`src/rtl/perf_monitor_array.sv`:
```
// Weighted event-counter bank with snapshot shadows, sticky overflow/threshold flags and a registered read port.
// Read data one cycle after rd_req, no backpressure; `PERF_MON_CYCLE_COUNTER_EN adds a free-running cycle counter.
module perf_monitor_array #(
   parameter int NUM_CH   = 4,
   parameter int CNT_W    = 32,
   parameter int INC_W    = 4,
   parameter int ADDR_W   = 4,
   parameter int SATURATE = 0
) (
   input  logic                      clk_main_200mhz,
   input  logic                      reset,
   input  logic [NUM_CH*INC_W-1:0]   event_inc,
   input  logic [NUM_CH-1:0]         cnt_enable,
   input  logic [NUM_CH-1:0]         cnt_clear,
   input  logic                      snapshot_req,
   input  logic [CNT_W-1:0]          threshold_value,
   input  logic [NUM_CH-1:0]         irq_clear,
   input  logic                      rd_req,
   input  logic [ADDR_W-1:0]         rd_addr,
   output logic [CNT_W-1:0]          rd_data,
   output logic                      rd_valid,
   output logic [NUM_CH-1:0]         irq_status,
   output logic [NUM_CH-1:0]         overflow_status,
   output logic                      interrupt_signal
);

   logic [CNT_W-1:0]  live_q   [NUM_CH];
   logic [CNT_W-1:0]  live_d   [NUM_CH];
   logic [CNT_W-1:0]  shadow_q [NUM_CH];
   logic [CNT_W:0]    sum      [NUM_CH];
   logic [NUM_CH-1:0] ovf_q, ovf_d;
   logic [NUM_CH-1:0] irq_q, irq_d;
   logic              int_q;
   logic [CNT_W-1:0]  rd_data_q, rd_mux;
   logic              rd_valid_q;

`ifdef PERF_MON_CYCLE_COUNTER_EN
   logic [CNT_W-1:0]  cyc_q, cyc_shadow_q;
`endif

   always_comb begin
      for (int i = 0; i < NUM_CH; i++) begin
         sum[i]    = {1'b0, live_q[i]} + (CNT_W+1)'(event_inc[i*INC_W +: INC_W]);
         live_d[i] = live_q[i];
         ovf_d[i]  = ovf_q[i];
         if (cnt_clear[i]) begin
            live_d[i] = '0;
            ovf_d[i]  = 1'b0;
         end else if (cnt_enable[i]) begin
            if (sum[i][CNT_W]) begin
               ovf_d[i]  = 1'b1;
               live_d[i] = (SATURATE != 0) ? '1 : sum[i][CNT_W-1:0];
            end else begin
               live_d[i] = sum[i][CNT_W-1:0];
            end
         end
         // Only an upward crossing sets the flag, so a wrap back below threshold is ignored.
         irq_d[i] = (irq_q[i] & ~irq_clear[i]) |
                    ((threshold_value != '0) && (live_q[i] < threshold_value) &&
                     (live_d[i] >= threshold_value));
      end
   end

   always_comb begin
      rd_mux = '0;
      for (int i = 0; i < NUM_CH; i++) begin
         if (rd_addr == ADDR_W'(i))          rd_mux = shadow_q[i];
         if (rd_addr == ADDR_W'(NUM_CH + i)) rd_mux = live_q[i];
      end
`ifdef PERF_MON_CYCLE_COUNTER_EN
      if (rd_addr == ADDR_W'(2*NUM_CH))     rd_mux = cyc_shadow_q;
      if (rd_addr == ADDR_W'(2*NUM_CH + 1)) rd_mux = cyc_q;
`endif
   end

   always_ff @(posedge clk_main_200mhz or posedge reset) begin
      if (reset) begin
         for (int i = 0; i < NUM_CH; i++) begin
            live_q[i]   <= '0;
            shadow_q[i] <= '0;
         end
         ovf_q      <= '0;
         irq_q      <= '0;
         int_q      <= 1'b0;
         rd_data_q  <= '0;
         rd_valid_q <= 1'b0;
      end else begin
         for (int i = 0; i < NUM_CH; i++) begin
            live_q[i] <= live_d[i];
            // Shadows take the pre-update value; same-cycle clear/increment only hits live.
            if (snapshot_req) shadow_q[i] <= live_q[i];
         end
         ovf_q      <= ovf_d;
         irq_q      <= irq_d;
         int_q      <= |irq_q;
         rd_valid_q <= rd_req;
         if (rd_req) rd_data_q <= rd_mux;
      end
   end

`ifdef PERF_MON_CYCLE_COUNTER_EN
   always_ff @(posedge clk_main_200mhz or posedge reset) begin
      if (reset) begin
         cyc_q        <= '0;
         cyc_shadow_q <= '0;
      end else begin
         cyc_q <= cyc_q + 1'b1;
         if (snapshot_req) cyc_shadow_q <= cyc_q;
      end
   end
`endif

   assign rd_data          = rd_data_q;
   assign rd_valid         = rd_valid_q;
   assign irq_status       = irq_q;
   assign overflow_status  = ovf_q;
   assign interrupt_signal = int_q;

endmodule

```
`config.mk`:
```
export PLATFORM = sky130hd
export DESIGN_NAME = perf_monitor_array
export DESIGN_NICKNAME = d
export VERILOG_FILES = /design/src/rtl/perf_monitor_array.sv
export SDC_FILE = /design/constraint.sdc
export NUM_CORES = 1
export LEC_CHECK = 0
export ABC_AREA = 1
export BUFFER_PORTS_ARGS = -buffer_cell sky130_fd_sc_hd__buf_2
export CAP_MARGIN = 20
export CORE_UTILIZATION = 31
export CTS_CLUSTER_DIAMETER = 60
export DETAILED_ROUTE_END_ITERATION = 6
export GPL_ROUTABILITY_DRIVEN = 1
export GPL_TIMING_DRIVEN = 0
export PLACE_DENSITY = 0.5
export SLEW_MARGIN = 20
export SYNTH_ARGS = -nofsm -noshare
export SYNTH_HDL_FRONTEND = slang
export SYNTH_SLANG_ARGS = --single-unit
```
`constraint.sdc`:
```
create_clock -name clk_main_200mhz -period 27.2 [get_ports clk_main_200mhz]
set_input_delay 4.08 -clock clk_main_200mhz [delete_from_list [all_inputs] [get_ports clk_main_200mhz]]
set_output_delay 4.08 -clock clk_main_200mhz [all_outputs]
set_load 0.05 [all_outputs]
```
# [Yosys cells after proc, flatten, opt, wreduce, memory -nomap -nowiden]
# Cells that the tools add are included.
[classes] n_addsub=4 order_cmp=8 eq_ne=7 mux=28 n_bitwise=12 n_reduce_logical=23
[op_table] cell="$mux W32" n=16
[op_table] cell="$add A32 B4 Y33" n=4
[op_table] cell="$ge A32 B32 Y1" n=4
[op_table] cell="$lt A32 B32 Y1" n=4
[op_table] cell="$reduce_bool A32 Y1" n=1
[op_table] cell="$eq A4 B3 Y1 const B" n=4
[op_table] cell="$reduce_bool A2 Y1" n=8
[op_table] cell="$mux W1" n=12
[op_table] cell="$eq A4 B2 Y1 const B" n=2
[op_table] cell="$logic_and A1 B1 Y1" n=8
[op_table] cell="$reduce_and A2 Y1" n=4
[op_table] cell="$and A1 B1 Y1" n=4
[op_table] cell="$eq A4 B1 Y1 const B" n=1
[op_table] cell="$logic_not A4 Y1" n=1
[op_table] cell="$not A1 Y1" n=4
[op_table] cell="$or A1 B1 Y1" n=4
[op_table] cell="$reduce_or A4 Y1" n=1
[totals] ff_bits=298 in_bits=68 out_inout_bits=42 elab_cells=98

# [Longest topological paths before layout]
[logic_depth] word_depth=9 depth_mapped=25 mapped_depth_nobuf=25

# [Least setup slack after synthesis]
# No wires, ideal clock.
[synth_path] path_kind="in2reg" start="in event_inc[4]" end="reg irq_q[1] (netlist: irq_status[1])" setup_ns=0.078 arrival_ns=6.558 t_required_ns=27.122 path_slack_ns=20.564 path_stages=19 path_buffers=0 cell_sequence="ha_1 > inv_1 > fa_1 > inv_1 > nand3_1 > nand2_1 > nand2_2 > nor3_2 > nand3_1 > nor2_2 > xor2_1 > nor2_1 > ha_1 > nand2_1 > nor2_1 > nand4_1 > nor3_1 > nor2_1 > o21bai_1"
[synth_rtl] element="start: declaration" line="12" text="input logic [NUM_CH*INC_W-1:0] event_inc,"
[synth_rtl] element="end signal: assignment" line="94" text="irq_q <= irq_d;"
[synth_rtl] element="end: declaration" line="32" text="logic [NUM_CH-1:0] irq_q, irq_d;"

==> flow_metrics.env <==
export IMPL_crit_reg2reg_launch="live_q[2]"
export IMPL_dieArea_sq_um=71980
export IMPL_num_nets_final=3506
export IMPL_cp_cell_sequence="buf_2 -> ha_1 -> fa_1 -> nand3_1 -> nand3_1 -> nand2_1 -> nor2_1 -> nand2_1 -> inv_1 -> nand2_1 -> o21ai_0 -> a21oi_1 -> ha_1 -> nand2_1 -> nor3_1 -> nand3_1 -> nor3_1 -> nor2_1 -> o21bai_1"
export IMPL_top_level_ports=110
export IMPL_ff2ff_setup_slack_ns=23.30
export IMPL_post_drt_wl_per_cell_microns=21.07
export IMPL_ys_warn_count=0
export IMPL_path_max_fanout=5
export IMPL_outcome="finished clean"
export IMPL_grt_max_degree=95
export IMPL_cts_hold_buf=0
export IMPL_antenna_found_initial=0
export IMPL_yosysTopAreaCell="dfrtp_1"
export IMPL_track_usage=0.2455
export IMPL_drc=0
export IMPL_syn_area_sq_um=21980
export IMPL_final_hold_violation_count=0
export IMPL_p_leak_uw=0.01229
export IMPL_num_rows=97
export IMPL_ys_seq_elements=298
export IMPL_hp_class="reg2reg"
export IMPL_stdcell_area_sq_um=25420
export IMPL_relSlewSlack=0.2754
export IMPL_drt_iter0_drc=1549
export IMPL_hold_path_depth=2
export IMPL_num_antenna_cells=0
export IMPL_timing_final_crit_share=0.2590
export IMPL_syn_area_per_cell_sq_um=7.303
export IMPL_rsz0062_at_grt="false"
export IMPL_wl_microns=87250
export IMPL_cp_start_kind="input port"
export IMPL_async_flop_share=1.000
export IMPL_dr_pass1_iters=6
export IMPL_worst_path_buf_inv=2
export IMPL_ir_drop_mv=0.03854
export IMPL_die_w_microns=268.3
export IMPL_hold_ws_ns=0.4745
export IMPL_place_gp_congestion=0.9658
export IMPL_worstHoldStart="rd_data[1]"
export IMPL_r2r_end="irq_status[3]"
export IMPL_skew_ns=0.02864
export IMPL_yosysMostFrequentCell="nand2_1"
export IMPL_netlist_instances=3010
export IMPL_vias_per_cell=5.046
export IMPL_worst_setup_path_end_kind="flip-flop"
export IMPL_die_h_microns=268.3
export IMPL_synth_top_flop_cell="dfrtp_1"
export IMPL_cts_buffers=46
export IMPL_fin_setup_tns_ns=0
export IMPL_synth_top_area_frac=0.3393
export IMPL_tightestPinTransition_ns=1.087
export IMPL_finalSetupViolCount=0
export IMPL_yosysSeqAreaShare=0.3393
export IMPL_drtAntennaViolNets=0
export IMPL_vias=20899
export IMPL_cts_setup_buffers=0
export IMPL_cts_root_buf="clkbuf_16"
export IMPL_core_region_area_sq_um=70150
export IMPL_syn_num_nets=3350
export IMPL_crit_top_cell="nand2_1"
export IMPL_synth_area_leaders="dfrtp_1 (34%), ha_1 (15%), nand2_1 (13%)"
export IMPL_synth_common_cells="nand2_1 (750), inv_1 (342), nor2_1 (339)"
export IMPL_drive_gt1_frac=0.08120
export IMPL_synth_edf_count=0
export IMPL_hold_end="rd_data[1]"
export IMPL_cpMaxStageDelayCell="nor3_1"
export IMPL_tritoncts="done"
export IMPL_grt_pass1_vias=20565
export IMPL_start_util=0.3133
export IMPL_cts_clk_slew_worst_paths_ns=0.05
export IMPL_grt_pass1_wl_microns=130100
export IMPL_clkLatencyLatePin_ns=0.59
export IMPL_period_needed_ns=7.045
export IMPL_r2r_cells=19
export IMPL_clock_sink_count=298
export IMPL_syn2layout_area_growth_pct=15.66
export IMPL_crit_type="in2reg"
export IMPL_max_cap_violations=0
export IMPL_cts_resized=0
export IMPL_post_dp_hpwl_microns=70400
export IMPL_post_synth_num_cell_types=51
export IMPL_htreeDepth=2
export IMPL_cp_required_ns=27.72
export IMPL_clockBufferDepth=3
export IMPL_drv_slew=0
export IMPL_port_buffers=105
export IMPL_dpl_cell_area_sq_um=23770
export IMPL_cp_startpoint="event_inc[12]"
export IMPL_arrival_ns=7.56
export IMPL_fmax_ghz=0.1419
export IMPL_slowest_delay_ns=0.35
export IMPL_grt_ovfl_total=0
export IMPL_power_density_nw_per_um2=50.30
export IMPL_cp_top_family="simple AND/OR/NAND/NOR gates"
## cell type report
cell class,count,area (sq um)
Sequential cell,298,7457
Tap cell,940,1176
Timing Repair Buffer,108,608.1
Clock inverter,24,356.6
Fill cell,7643,44730
Multi-Input combinational cell,2282,12890
Buffer,79,319.1
Inverter,351,1325
Clock buffer,60,1295
## worst min-delay path: stages (launching register included)
cell,delay (ns)
dfrtp_1,0.33
nand2_1,0.05
nand2_1,0.06
## cell usage in the layout, fill, tap and decap left out, types with 47 or more instances in the layout
cell type	count
nand2_1	750
buf_2	119
clkbuf_1	61
nand3_1	107
inv_1	341
ha_1	268
nor3_1	76
a21oi_1	278
nor2_1	339
dfrtp_1	298
clkbuf_16	47
nand4_1	62
o21ai_0	179
## flip-flops by register name, summed over array words and instances, names as in the netlist
signal,count
live_q,128
shadow_q,128
rd_data,32
irq_status,4
overflow_status,4
interrupt_signal,1
rd_valid,1
## worst max path at each step
| stage | end | slack [ns] | cells after the start |
|---|---|---|---|
| 6_report | irq_status[3] | 20.15 | 19 |
| 5_1_grt | irq_status[3] | 19.95 | 19 |
| 4_1_cts | irq_status[3] | 20.20 | 19 |
| 3_5_place_dp | irq_status[3] | 19.58 | 19 |
| 3_3_place_gp | rd_data[8] | 10.28 | 2 |
| 2_1_floorplan | interrupt_signal | 14.89 | 1 |
## where the power goes
part | switching [uW] | total (uW) | internal, uW
Combinational | 114 | 158 | 43.3
Sequential | 13.0 | 473 | 460
Clock | 244 | 649 | 405
Total | 371 | 1280 | 908
## per-stage QoR
stage,total power [uW],utilization,worst slack (ns),cells
detailed placement,638.3,0.3389,19.58,4058
CTS,1293,0.3624,20.20,4142
global placement,636.1,0.3376,10.28,4055
global route,1333,0.3624,19.95,4142
finish,1279,0.3624,20.15,4142
floorplan,578.6,-,14.89,3010
## cell families after synthesis
family,count (synthesis),share of synthesized area
fa+ha+maj,272,0.1562
xor+xnor,38,0.01514
simple gates,1392,0.2671
buf+inv,430,0.07445
flops,298,0.3393
compound gates,558,0.1366
mux,22,0.01127
## layer usage
layer / vias to the layer above / track usage / routed length [microns]
met5: - / 0 / 0
met4: 0 / 0.08710 / 3088
met3: 135 / 0.02318 / 3681
met2: 573 / 0.4028 / 39980
met1: 9829 / 0.3350 / 40500
li1: 10362 / - / -
Note: power is estimated with default switching activity, not from simulation.
